===== src/rtl/calc_entry_sequencer.sv =====
// rtl/calc_entry_sequencer.sv - keypad operand entry and ALU start/done sequencing for the calculator
//
// Assembles two decimal operands from single-digit key events, latches the
// requested operation, runs the ALU through a start/done handshake guarded by
// a watchdog, and holds the result for display and for chaining.
//
// Optional feature macro: CALC_NEG_KEY_EN
//   defined   : key 0xD toggles the sign of the operand being entered
//   undefined : key 0xD is a no-op and operands are always non-negative
//
// Parameters:
//   MAX_DIGITS    decimal digits accepted per operand (further digits ignored)
//   TIMEOUT       EXEC cycles allowed before the watchdog aborts
//
// Ports:
//   clk           system clock, rising edge
//   rst_n         asynchronous active-low reset
//   key_valid     one-cycle key strobe
//   key_code      0-9 digit, A ADD, B SUB, C ORR, D NEG, E EQUALS, F CLEAR
//   alu_start     high for every EXEC cycle
//   alu_op        00 ADD, 01 SUB, 10 ORR (registered)
//   alu_a, alu_b  two's-complement operands, stable through EXEC
//   alu_done      ALU completion pulse, sampled only in EXEC
//   alu_result    ALU result, valid with alu_done
//   display_value value to show
//   result_valid  high in SHOW
//   busy          high in EXEC
//   error         watchdog fired; cleared by the next accepted key
//   key_dropped   one-cycle pulse after a key arrived during EXEC

module calc_entry_sequencer #(
    parameter int MAX_DIGITS = 9,
    parameter int TIMEOUT    = 255
) (
    input  logic        clk,
    input  logic        rst_n,
    input  logic        key_valid,
    input  logic [3:0]  key_code,
    output logic        alu_start,
    output logic [1:0]  alu_op,
    output logic [31:0] alu_a,
    output logic [31:0] alu_b,
    input  logic        alu_done,
    input  logic [31:0] alu_result,
    output logic [31:0] display_value,
    output logic        result_valid,
    output logic        busy,
    output logic        error,
    output logic        key_dropped
);

    localparam int CW = $clog2(MAX_DIGITS + 1);
    // Watchdog counts 0 .. TIMEOUT-1; the abort fires on the edge that would reach TIMEOUT.
    localparam int WW = (TIMEOUT > 1) ? $clog2(TIMEOUT) : 1;

    localparam logic [CW-1:0] CNT_MAX = CW'(MAX_DIGITS);
    localparam logic [WW-1:0] WD_LAST = WW'(TIMEOUT - 1);

    localparam logic [3:0] KEY_ADD    = 4'hA;
    localparam logic [3:0] KEY_SUB    = 4'hB;
    localparam logic [3:0] KEY_ORR    = 4'hC;
    localparam logic [3:0] KEY_EQUALS = 4'hE;
    localparam logic [3:0] KEY_CLEAR  = 4'hF;
`ifdef CALC_NEG_KEY_EN
    localparam logic [3:0] KEY_NEG    = 4'hD;
`endif

    localparam logic [1:0] OP_ADD = 2'b00;
    localparam logic [1:0] OP_SUB = 2'b01;
    localparam logic [1:0] OP_ORR = 2'b10;

    typedef enum logic [1:0] {
        ST_ENTER_A,
        ST_ENTER_B,
        ST_EXEC,
        ST_SHOW
    } state_t;

    state_t          state_q, state_d;
    logic [31:0]     a_mag_q, a_mag_d;
    logic [CW-1:0]   a_cnt_q, a_cnt_d;
    logic [31:0]     b_mag_q, b_mag_d;
    logic [CW-1:0]   b_cnt_q, b_cnt_d;
    logic [1:0]      op_q, op_d;
    logic [31:0]     res_q, res_d;
    logic [WW-1:0]   wd_q, wd_d;
    logic            err_q, err_d;
    logic            drop_q, drop_d;
    logic [31:0]     alu_a_q, alu_a_d;
    logic [31:0]     alu_b_q, alu_b_d;

    logic [31:0]     a_val;
    logic [31:0]     b_val;
    logic            b_shown;

    logic            key_is_digit;
    logic            key_is_op;
    logic [1:0]      key_op;
    logic [31:0]     key_digit;
    logic            accept;
    logic            clear_all;
    logic            clear_b;

`ifdef CALC_NEG_KEY_EN
    logic            a_neg_q, a_neg_d;
    logic            b_neg_q, b_neg_d;

    assign a_val   = a_neg_q ? (32'd0 - a_mag_q) : a_mag_q;
    assign b_val   = b_neg_q ? (32'd0 - b_mag_q) : b_mag_q;
    // A sign toggled on an empty B makes B the visible operand.
    assign b_shown = (b_cnt_q != '0) || b_neg_q;
`else
    assign a_val   = a_mag_q;
    assign b_val   = b_mag_q;
    assign b_shown = (b_cnt_q != '0);
`endif

    assign key_is_digit = (key_code <= 4'h9);
    assign key_is_op    = (key_code == KEY_ADD) || (key_code == KEY_SUB) || (key_code == KEY_ORR);
    assign key_digit    = {28'd0, key_code};

    always_comb begin
        key_op = OP_ADD;
        case (key_code)
            KEY_SUB: key_op = OP_SUB;
            KEY_ORR: key_op = OP_ORR;
            default: key_op = OP_ADD;
        endcase
    end

    // Next-state and datapath decisions
    always_comb begin
        state_d   = state_q;
        a_mag_d   = a_mag_q;
        a_cnt_d   = a_cnt_q;
        b_mag_d   = b_mag_q;
        b_cnt_d   = b_cnt_q;
        op_d      = op_q;
        res_d     = res_q;
        wd_d      = wd_q;
        err_d     = err_q;
        alu_a_d   = alu_a_q;
        alu_b_d   = alu_b_q;
        accept    = 1'b0;
        clear_all = 1'b0;
        clear_b   = 1'b0;
        drop_d    = key_valid && (state_q == ST_EXEC);
`ifdef CALC_NEG_KEY_EN
        a_neg_d   = a_neg_q;
        b_neg_d   = b_neg_q;
`endif

        case (state_q)
            ST_ENTER_A: begin
                if (key_valid) begin
                    if (key_is_digit) begin
                        accept = 1'b1;
                        if (a_cnt_q < CNT_MAX) begin
                            a_mag_d = a_mag_q * 32'd10 + key_digit;
                            a_cnt_d = a_cnt_q + 1'b1;
                        end
                    end else if (key_is_op) begin
                        accept  = 1'b1;
                        op_d    = key_op;
                        clear_b = 1'b1;
                        state_d = ST_ENTER_B;
                    end else if (key_code == KEY_CLEAR) begin
                        accept    = 1'b1;
                        clear_all = 1'b1;
`ifdef CALC_NEG_KEY_EN
                    end else if (key_code == KEY_NEG) begin
                        accept  = 1'b1;
                        a_neg_d = ~a_neg_q;
`endif
                    end
                end
            end

            ST_ENTER_B: begin
                if (key_valid) begin
                    if (key_is_digit) begin
                        accept = 1'b1;
                        if (b_cnt_q < CNT_MAX) begin
                            b_mag_d = b_mag_q * 32'd10 + key_digit;
                            b_cnt_d = b_cnt_q + 1'b1;
                        end
                    end else if (key_is_op) begin
                        // Only a fresh B lets the operator be changed.
                        if (b_cnt_q == '0) begin
                            accept = 1'b1;
                            op_d   = key_op;
                        end
                    end else if (key_code == KEY_EQUALS) begin
                        accept  = 1'b1;
                        alu_a_d = a_val;
                        alu_b_d = b_val;
                        wd_d    = '0;
                        state_d = ST_EXEC;
                    end else if (key_code == KEY_CLEAR) begin
                        accept    = 1'b1;
                        clear_all = 1'b1;
`ifdef CALC_NEG_KEY_EN
                    end else if (key_code == KEY_NEG) begin
                        accept  = 1'b1;
                        b_neg_d = ~b_neg_q;
`endif
                    end
                end
            end

            ST_EXEC: begin
                // A done on the watchdog's final edge still counts as success.
                if (alu_done) begin
                    res_d   = alu_result;
                    state_d = ST_SHOW;
                end else if (wd_q == WD_LAST) begin
                    res_d   = '0;
                    err_d   = 1'b1;
                    state_d = ST_SHOW;
                end else begin
                    wd_d = wd_q + 1'b1;
                end
            end

            ST_SHOW: begin
                if (key_valid) begin
                    if (key_is_digit) begin
                        accept  = 1'b1;
                        a_mag_d = key_digit;
                        a_cnt_d = CW'(1);
`ifdef CALC_NEG_KEY_EN
                        a_neg_d = 1'b0;
`endif
                        state_d = ST_ENTER_A;
                    end else if (key_is_op) begin
                        // Chaining: the result becomes a full A so no digits append to it.
                        accept  = 1'b1;
                        a_mag_d = res_q;
                        a_cnt_d = CNT_MAX;
`ifdef CALC_NEG_KEY_EN
                        a_neg_d = 1'b0;
`endif
                        op_d    = key_op;
                        clear_b = 1'b1;
                        state_d = ST_ENTER_B;
                    end else if (key_code == KEY_CLEAR) begin
                        accept    = 1'b1;
                        clear_all = 1'b1;
                    end
                end
            end

            default: state_d = ST_ENTER_A;
        endcase

        if (clear_all) begin
            a_mag_d = '0;
            a_cnt_d = '0;
            op_d    = OP_ADD;
            clear_b = 1'b1;
`ifdef CALC_NEG_KEY_EN
            a_neg_d = 1'b0;
`endif
            state_d = ST_ENTER_A;
        end

        if (clear_b) begin
            b_mag_d = '0;
            b_cnt_d = '0;
`ifdef CALC_NEG_KEY_EN
            b_neg_d = 1'b0;
`endif
        end

        if (accept) begin
            err_d = 1'b0;
        end
    end

    always_ff @(posedge clk or negedge rst_n) begin
        if (!rst_n) begin
            state_q <= ST_ENTER_A;
            a_mag_q <= '0;
            a_cnt_q <= '0;
            b_mag_q <= '0;
            b_cnt_q <= '0;
            op_q    <= OP_ADD;
            res_q   <= '0;
            wd_q    <= '0;
            err_q   <= 1'b0;
            drop_q  <= 1'b0;
            alu_a_q <= '0;
            alu_b_q <= '0;
`ifdef CALC_NEG_KEY_EN
            a_neg_q <= 1'b0;
            b_neg_q <= 1'b0;
`endif
        end else begin
            state_q <= state_d;
            a_mag_q <= a_mag_d;
            a_cnt_q <= a_cnt_d;
            b_mag_q <= b_mag_d;
            b_cnt_q <= b_cnt_d;
            op_q    <= op_d;
            res_q   <= res_d;
            wd_q    <= wd_d;
            err_q   <= err_d;
            drop_q  <= drop_d;
            alu_a_q <= alu_a_d;
            alu_b_q <= alu_b_d;
`ifdef CALC_NEG_KEY_EN
            a_neg_q <= a_neg_d;
            b_neg_q <= b_neg_d;
`endif
        end
    end

    always_comb begin
        display_value = '0;
        case (state_q)
            ST_ENTER_A: display_value = a_val;
            ST_ENTER_B: display_value = b_shown ? b_val : a_val;
            ST_EXEC:    display_value = a_val;
            ST_SHOW:    display_value = res_q;
            default:    display_value = '0;
        endcase
    end

    assign alu_start    = (state_q == ST_EXEC);
    assign busy         = (state_q == ST_EXEC);
    assign result_valid = (state_q == ST_SHOW);
    assign alu_op       = op_q;
    assign alu_a        = alu_a_q;
    assign alu_b        = alu_b_q;
    assign error        = err_q;
    assign key_dropped  = drop_q;

endmodule

===== config.mk =====
export PLATFORM = sky130hd
export DESIGN_NAME = calc_entry_sequencer
export DESIGN_NICKNAME = d
export VERILOG_FILES = /design/src/rtl/calc_entry_sequencer.sv
export SDC_FILE = /design/constraint.sdc
export NUM_CORES = 1
export LEC_CHECK = 0
export ABC_AREA = 1
export CAP_MARGIN = 20
export CORE_AREA = 2 2 194 196
export CTS_CLUSTER_DIAMETER = 40
export DETAILED_ROUTE_END_ITERATION = 10
export DIE_AREA = 0 0 196 198
export GPL_ROUTABILITY_DRIVEN = 1
export MAX_ROUTING_LAYER = met4
export REMOVE_ABC_BUFFERS = 1
export SETUP_SLACK_MARGIN = 0.3
export SKIP_CTS_REPAIR_TIMING = 1
export SYNTH_ARGS = -nofsm -noshare
export SYNTH_HDL_FRONTEND = slang
export SYNTH_SLANG_ARGS = --single-unit

===== constraint.sdc =====
create_clock -name clk -period 4.3 [get_ports clk]
set_input_delay 0.86 -clock clk [delete_from_list [all_inputs] [get_ports clk]]
set_output_delay 0.86 -clock clk [all_outputs]
set_load 0.01 [all_outputs]

-- Yosys cells after proc, flatten, opt, wreduce, memory -nomap -nowiden
Cells that the tools add are included.
- register bits: 182
- input bits: 40
- $add $sub $neg: 5
- $mul: 2
- $lt $le $gt $ge: 3
- equal/unequal tests: 32
- muxes and demuxes: 87
- bitwise gates (word level): 2
- reduce and logical (&&, ||, !) cells: 26
- operators with widths (kind ; number):
    $mux W32 ; 15
    $pmux W32 S3 ; 1
    $add A32 B4 Y32 ; 2
    $mul A32 B3 Y31 const B ; 2
    $pmux W32 S2 ; 1
    $mux W4 ; 12
    $mux W8 ; 6
    $mux W2 ; 20
    $ne A3 B3 Y1 const B ; 10
    $mux W1 ; 25
    $eq A4 B4 Y1 const B ; 5
    $pmux W8 S2 ; 1
    $reduce_and A8 Y1 ; 2
    $reduce_bool A2 Y1 ; 8
    $ne A2 B2 Y1 const B ; 6
    $add A4 B1 Y4 const B ; 2
    $add A8 B1 Y8 const B ; 1
    $eq A8 B8 Y1 const B ; 1
    $lt A4 B4 Y1 const B ; 2
    $ne A4 B1 Y1 const B ; 2
    $pmux W2 S2 ; 2
    $pmux W2 S4 ; 1
    $pmux W4 S2 ; 1
    $reduce_and A7 Y1 ; 1
    20 further kinds ; 28

-- Depth between registers and ports, before layout
Gate-level depths: netlist of the first run.
- depth in word-level cells: 10
- gate-level depth with buffers: 23
- mapped depth without buffers: 23

-- Worst setup path after synthesis of the first run
No wires, ideal clock.
- path type: register to register
- from: reg a_mag_q[1]
- to: reg a_mag_q[26]
- setup time: 0.117 ns
- arrival time: 2.861 ns
- required time: 4.183 ns
- path slack: 1.322 ns
- cell stages (with the launch flop): 21
- path buffers: 0
- clock period less this slack: 2.978 ns
- cells stage by stage: dfrtp_1 -> ha_1 -> ha_1 -> fa_1 -> nand2_1 -> nor2_1 -> nand2_1 -> nand2_1 -> inv_1 -> nor2_1 -> nand3_1 -> nor2_2 -> nand3_2 -> nor2_4 -> nand2_1 -> nor2_2 -> nand3_1 -> nand3_1 -> nand2_1 -> nand2_1 -> nand2_1
- word-level cells in the longest chain between the ends: 7
- RTL lines (element ; RTL line ; source):
    start, declared ; 80 ; logic [31:0] a_mag_q, a_mag_d;
    start signal, assigned ; 300 ; a_mag_q <= a_mag_d;
    $mul A32 B3 Y31 ; 159 ; a_mag_d = a_mag_q * 32'd10 + key_digit;
    $add A32 B4 Y32 ; 159 ;
    $mux W32 ; 158 ; if (a_cnt_q < CNT_MAX) begin
    $mux W32 ; 156 ; if (key_is_digit) begin
    $mux W32 ; 155 ; if (key_valid) begin
    $pmux W32 S2 ; 153 ; case (state_q)
    $mux W32 ; 256 ; if (clear_all) begin
Every way passes these cells. The select of a mux whose other input is x is not followed.
A chain may end at the register's enable or synchronous reset.

-- Final worst setup path of the first run
- from: reg state_q[1]
- to: out display_value[15]
- word-level cells in the longest chain between the ends: 3
- elaborated cells between the ends (all ways): 6
- RTL lines (element ; RTL line ; source):
    start, declared ; 79 ; state_t state_q, state_d;
    start signal, assigned ; 299 ; state_q <= state_d;
    $eq A2 B2 Y1 or $logic_not A2 Y1 (tied branches) ; 320 ; case (state_q)
    $reduce_or A2 Y1 (no line) ; n/a ;
    $pmux W32 S3 (*) ; 320 ;
    end, declared ; 45 ; output logic [31:0] display_value,
Every way passes the cells marked *; elsewhere a longest branch is shown, timed or not.

==> impl_metrics.py, run 1 <==
metrics = {
    "global_routing": {
        "antenna_found_initial": 1,
        "grt_pass1_vias": 14650,
        "grt.overflow.total": 0,
        "grt_max_degree": 103,
        "grt_pass1_wl_um": 78890,
        "grt.total_usage_pct": 26.96,
    },
    "yosys": {
        "synth_cells": 2147,
        "avgSynthCellArea_um2": 6.775,
        "synth_ff_type": "dfrtp_1",
        "synth_warnings": 0,
        "netlist_area_mm2": 0.01455,
        "synth_edf_count": 0,
        "synth-async-reset-ratio_pct": 100.0,
        "yosysUniqueCellTypes": 53,
        "ys_seq_area_share_pct": 31.31,
        "synth-seq-cells": 182,
    },
    "pwr": {
        "p_sw_share_pct": 52.75,
        "ir_drop_uv": 431.6,
        "p_sw_mw": 7.826,
        "totalPowerFinal_mw": 14.84,
        "p_leak_nw": 8.500,
        "power_density_mw_per_mm2": 862.7,
        "pwr-share-clk_pct": 11.5,
        "comb_power_share_pct": 67.1,
        "sequentialPowerShare_pct": 21.4,
        "power.internal_mw": 7.010,
    },
    "finish": {
        "multi_input_area_mm2": 0.008726,
        "final_nets": 2441,
        "fillers": 3788,
        "final_cell_mix": "628 x nand2_1, 269 x inv_1, 187 x o21ai_0",
        "area_delta_synth_final_pct": 18.23,
        "final_common_cell": "nand2_1",
        "drive_gt1_share_pct": 5.782,
        "ff_latch_area_mm2": 0.004554,
    },
    "run": {
        "max_cap_violations": 0,
    },
    "setup_path": {
        "cp-start-kind": "flip-flop",
        "required_ps": 3440,
        "cp_common_cell": "a21oi_1",
        "path_max_fanout": 48,
        "critPathKind": "reg -> out",
        "arrival_ps": 2930,
        "crit_path_end_kind": "output pin",
        "slowest_stage": "clkdlybuf4s50_1",
        "crit_path_max_incr_delay_ps": 620,
        "cp_cell_sequence": "inv_1 > ha_2 > buf_12 > a21oi_1 > a21oi_1 > clkdlybuf4s50_1",
        "reg2reg_slack_ps": 730,
    },
    "floorplanning": {
        "dieArea_mm2": 0.03881,
        "io_pins": 143,
        "start_util_pct": 39.36,
        "num_rows": 71,
        "die_h_um": 198,
        "die_x_um": 196,
        "core_mm2": 0.03696,
    },
    "timing": {
        "fin_ws_ps": 508.2,
        "fmax_mhz": 263.7,
        "setup_violations": 0,
        "worst_pin_slew_ps": 900.7,
        "maxSlewHeadroom_pct": 39.95,
        "slew_viol_final": 0,
        "skew_ps": 15.13,
        "rsz0062_at_grt": "no",
        "hold_viol": 0,
        "period_share_pct": 88.18,
        "layout_min_cycle_time_ps": 3792,
    },
    "clock_tree": {
        "h-tree-depth": 4,
        "clockRootBuffer": "clkbuf_16",
        "cts_tree": "built",
        "cts_made_buffers": 17,
        "clk_latency_ps": 460,
        "cts.sinks": 182,
        "cts_buffer_depth": 2,
        "clk_pin_slew_ps": 70,
    },
    "drt": {
        "drtPass1Iterations": 5,
        "drt_iter0_drc": 961,
        "vias_per_cell": 5.335,
        "routedWlPerCell_um": 18.15,
        "vias": 14720,
        "drc": 0,
        "drt_wl_total_um": 50070,
        "final_antenna_net_count": 0,
    },
    "hold_path": {
        "min_path_type": "in -> async",
    },
    "place": {
        "place_congestion": 0.9188,
        "dp_slack_ps": 508.4,
        "portBuffers": 142,
        "hpwl_um": 38850,
    },
    "status": {
        "status": "complete, no violations",
    },
}
==> metrics by stage <==
stage                     utilization (%)  instances  hold WS (ps)  instance area [µm²]  setup TNS [ps]
final                               46.53       2758         429.4                17200               0
after global routing                46.53       2758         503.7                17200               0
after CTS                           46.43       2755         490.3                17160               0
after detailed placement            44.78       2724         472.7                16550               0
after global placement              44.78       2724         470.8                16550               0
after floorplan                         -       2085         464.4                14290          -21100
==> cells in the mapped netlist, types with 6 or more instances <==
master	instances	area [µm²]
nand4_1	28	175.2
inv_1	270	1013
buf_1	7	26.28
mux2_2	7	78.83
nor3_1	13	65.06
xnor2_1	12	105.1
nand3b_1	13	97.59
xor2_1	10	87.58
nor2_1	138	518.0
dfrtp_1	182	4554
clkbuf_1	43	161.4
nand3_1	138	690.7
nor2_4	6	67.56
o21ai_0	187	935.9
nand2_1	628	2357
nand2_2	14	87.58
ha_1	126	1577
a21oi_1	180	900.9
buf_2	9	45.04
inv_2	7	26.28
nor2_2	14	87.58
o21ai_1	11	55.05
o22ai_1	31	193.9
==> flip-flops by register name, indices dropped and copies added (netlist names) <==
signal,flops
error,1
state_q,2
b_cnt_q,4
alu_a,32
b_mag_q,32
alu_op,2
a_mag_q,32
res_q,32
key_dropped,1
alu_b,32
a_cnt_q,4
wd_q,8
==> metal layers <==
metal	vias to the layer above	track usage (%)	part of all wire (%)
met3	89	3.901	5.1
li1	7315	-	-
met5	-	-	0
met1	6941	33.40	44
met2	370	44.83	48
met4	0	10.07	3.1
==> worst paths after layout <==
| check | from | end | cells after the start |
|---|---|---|---|
| setup / recovery | state_q[1]$_DFFE_PN0P_ | display_value[15] | 6 |
| hold / removal | rst_n | alu_a[27]$_DFFE_PN0P_ | 1 |
| setup reg to reg | a_mag_q[1]$_DFFE_PN0P_ | a_mag_q[26]$_DFFE_PN0P_ | 20 |
| hold reg to reg | alu_b[2]$_DFFE_PN0P_ | alu_b[2]$_DFFE_PN0P_ | 2 |
| max in group asynchronous | rst_n | b_cnt_q[0]$_DFFE_PN0P_ | 2 |
| min in group clk | alu_b[2]$_DFFE_PN0P_ | alu_b[2]$_DFFE_PN0P_ | 2 |
==> kinds of logic after synthesis <==
family | synth area share, %
AND/OR/NAND/NOR | 29.99
AO/OA/AOI/OAI | 16.38
buffers and inverters | 8.955
flip-flops | 31.31
adder cells (fa/ha/maj) | 11.39
XOR/XNOR | 1.437
multiplexers | 0.5420
==> critical path: cells and delay by family (launching register included) <==
family / cells / cell delay (ps)
DFF: 1 / 410
adders and majority gates: 1 / 570
AOI/OAI and AO/OA: 2 / 420
buffers and inverters: 3 / 1070
==> final cells by class <==
type / count / area share (%)
diodes: 1 / 0.01455
clock buffers: 19 / 2.576
multi-input cells: 1625 / 50.74
clock inverters: 12 / 0.9604
inverters: 278 / 6.090
well taps: 474 / 3.449
repair inverters: 1 / 0.04366
flip-flops and latches: 182 / 26.48
repair buffers: 166 / 9.641
==> power groups by stage <==
stage	Clock, mW	Sequential, mW	Combinational, mW
after floorplan	0	2.96	6.44
after global placement	0	3.19	9.73
after detailed placement	0	3.19	9.82
after CTS	1.72	3.16	9.88
after global routing	1.80	3.26	11.2
final	1.70	3.18	9.96
No activity file was read; power rests on OpenSTA's default activity.
==> run 2: changes to the inputs <==
Settings changed: SLEW_MARGIN set to 20.
==> results of run 2 <==
The final DEF is identical to that of run 1; final timing and power are the same.
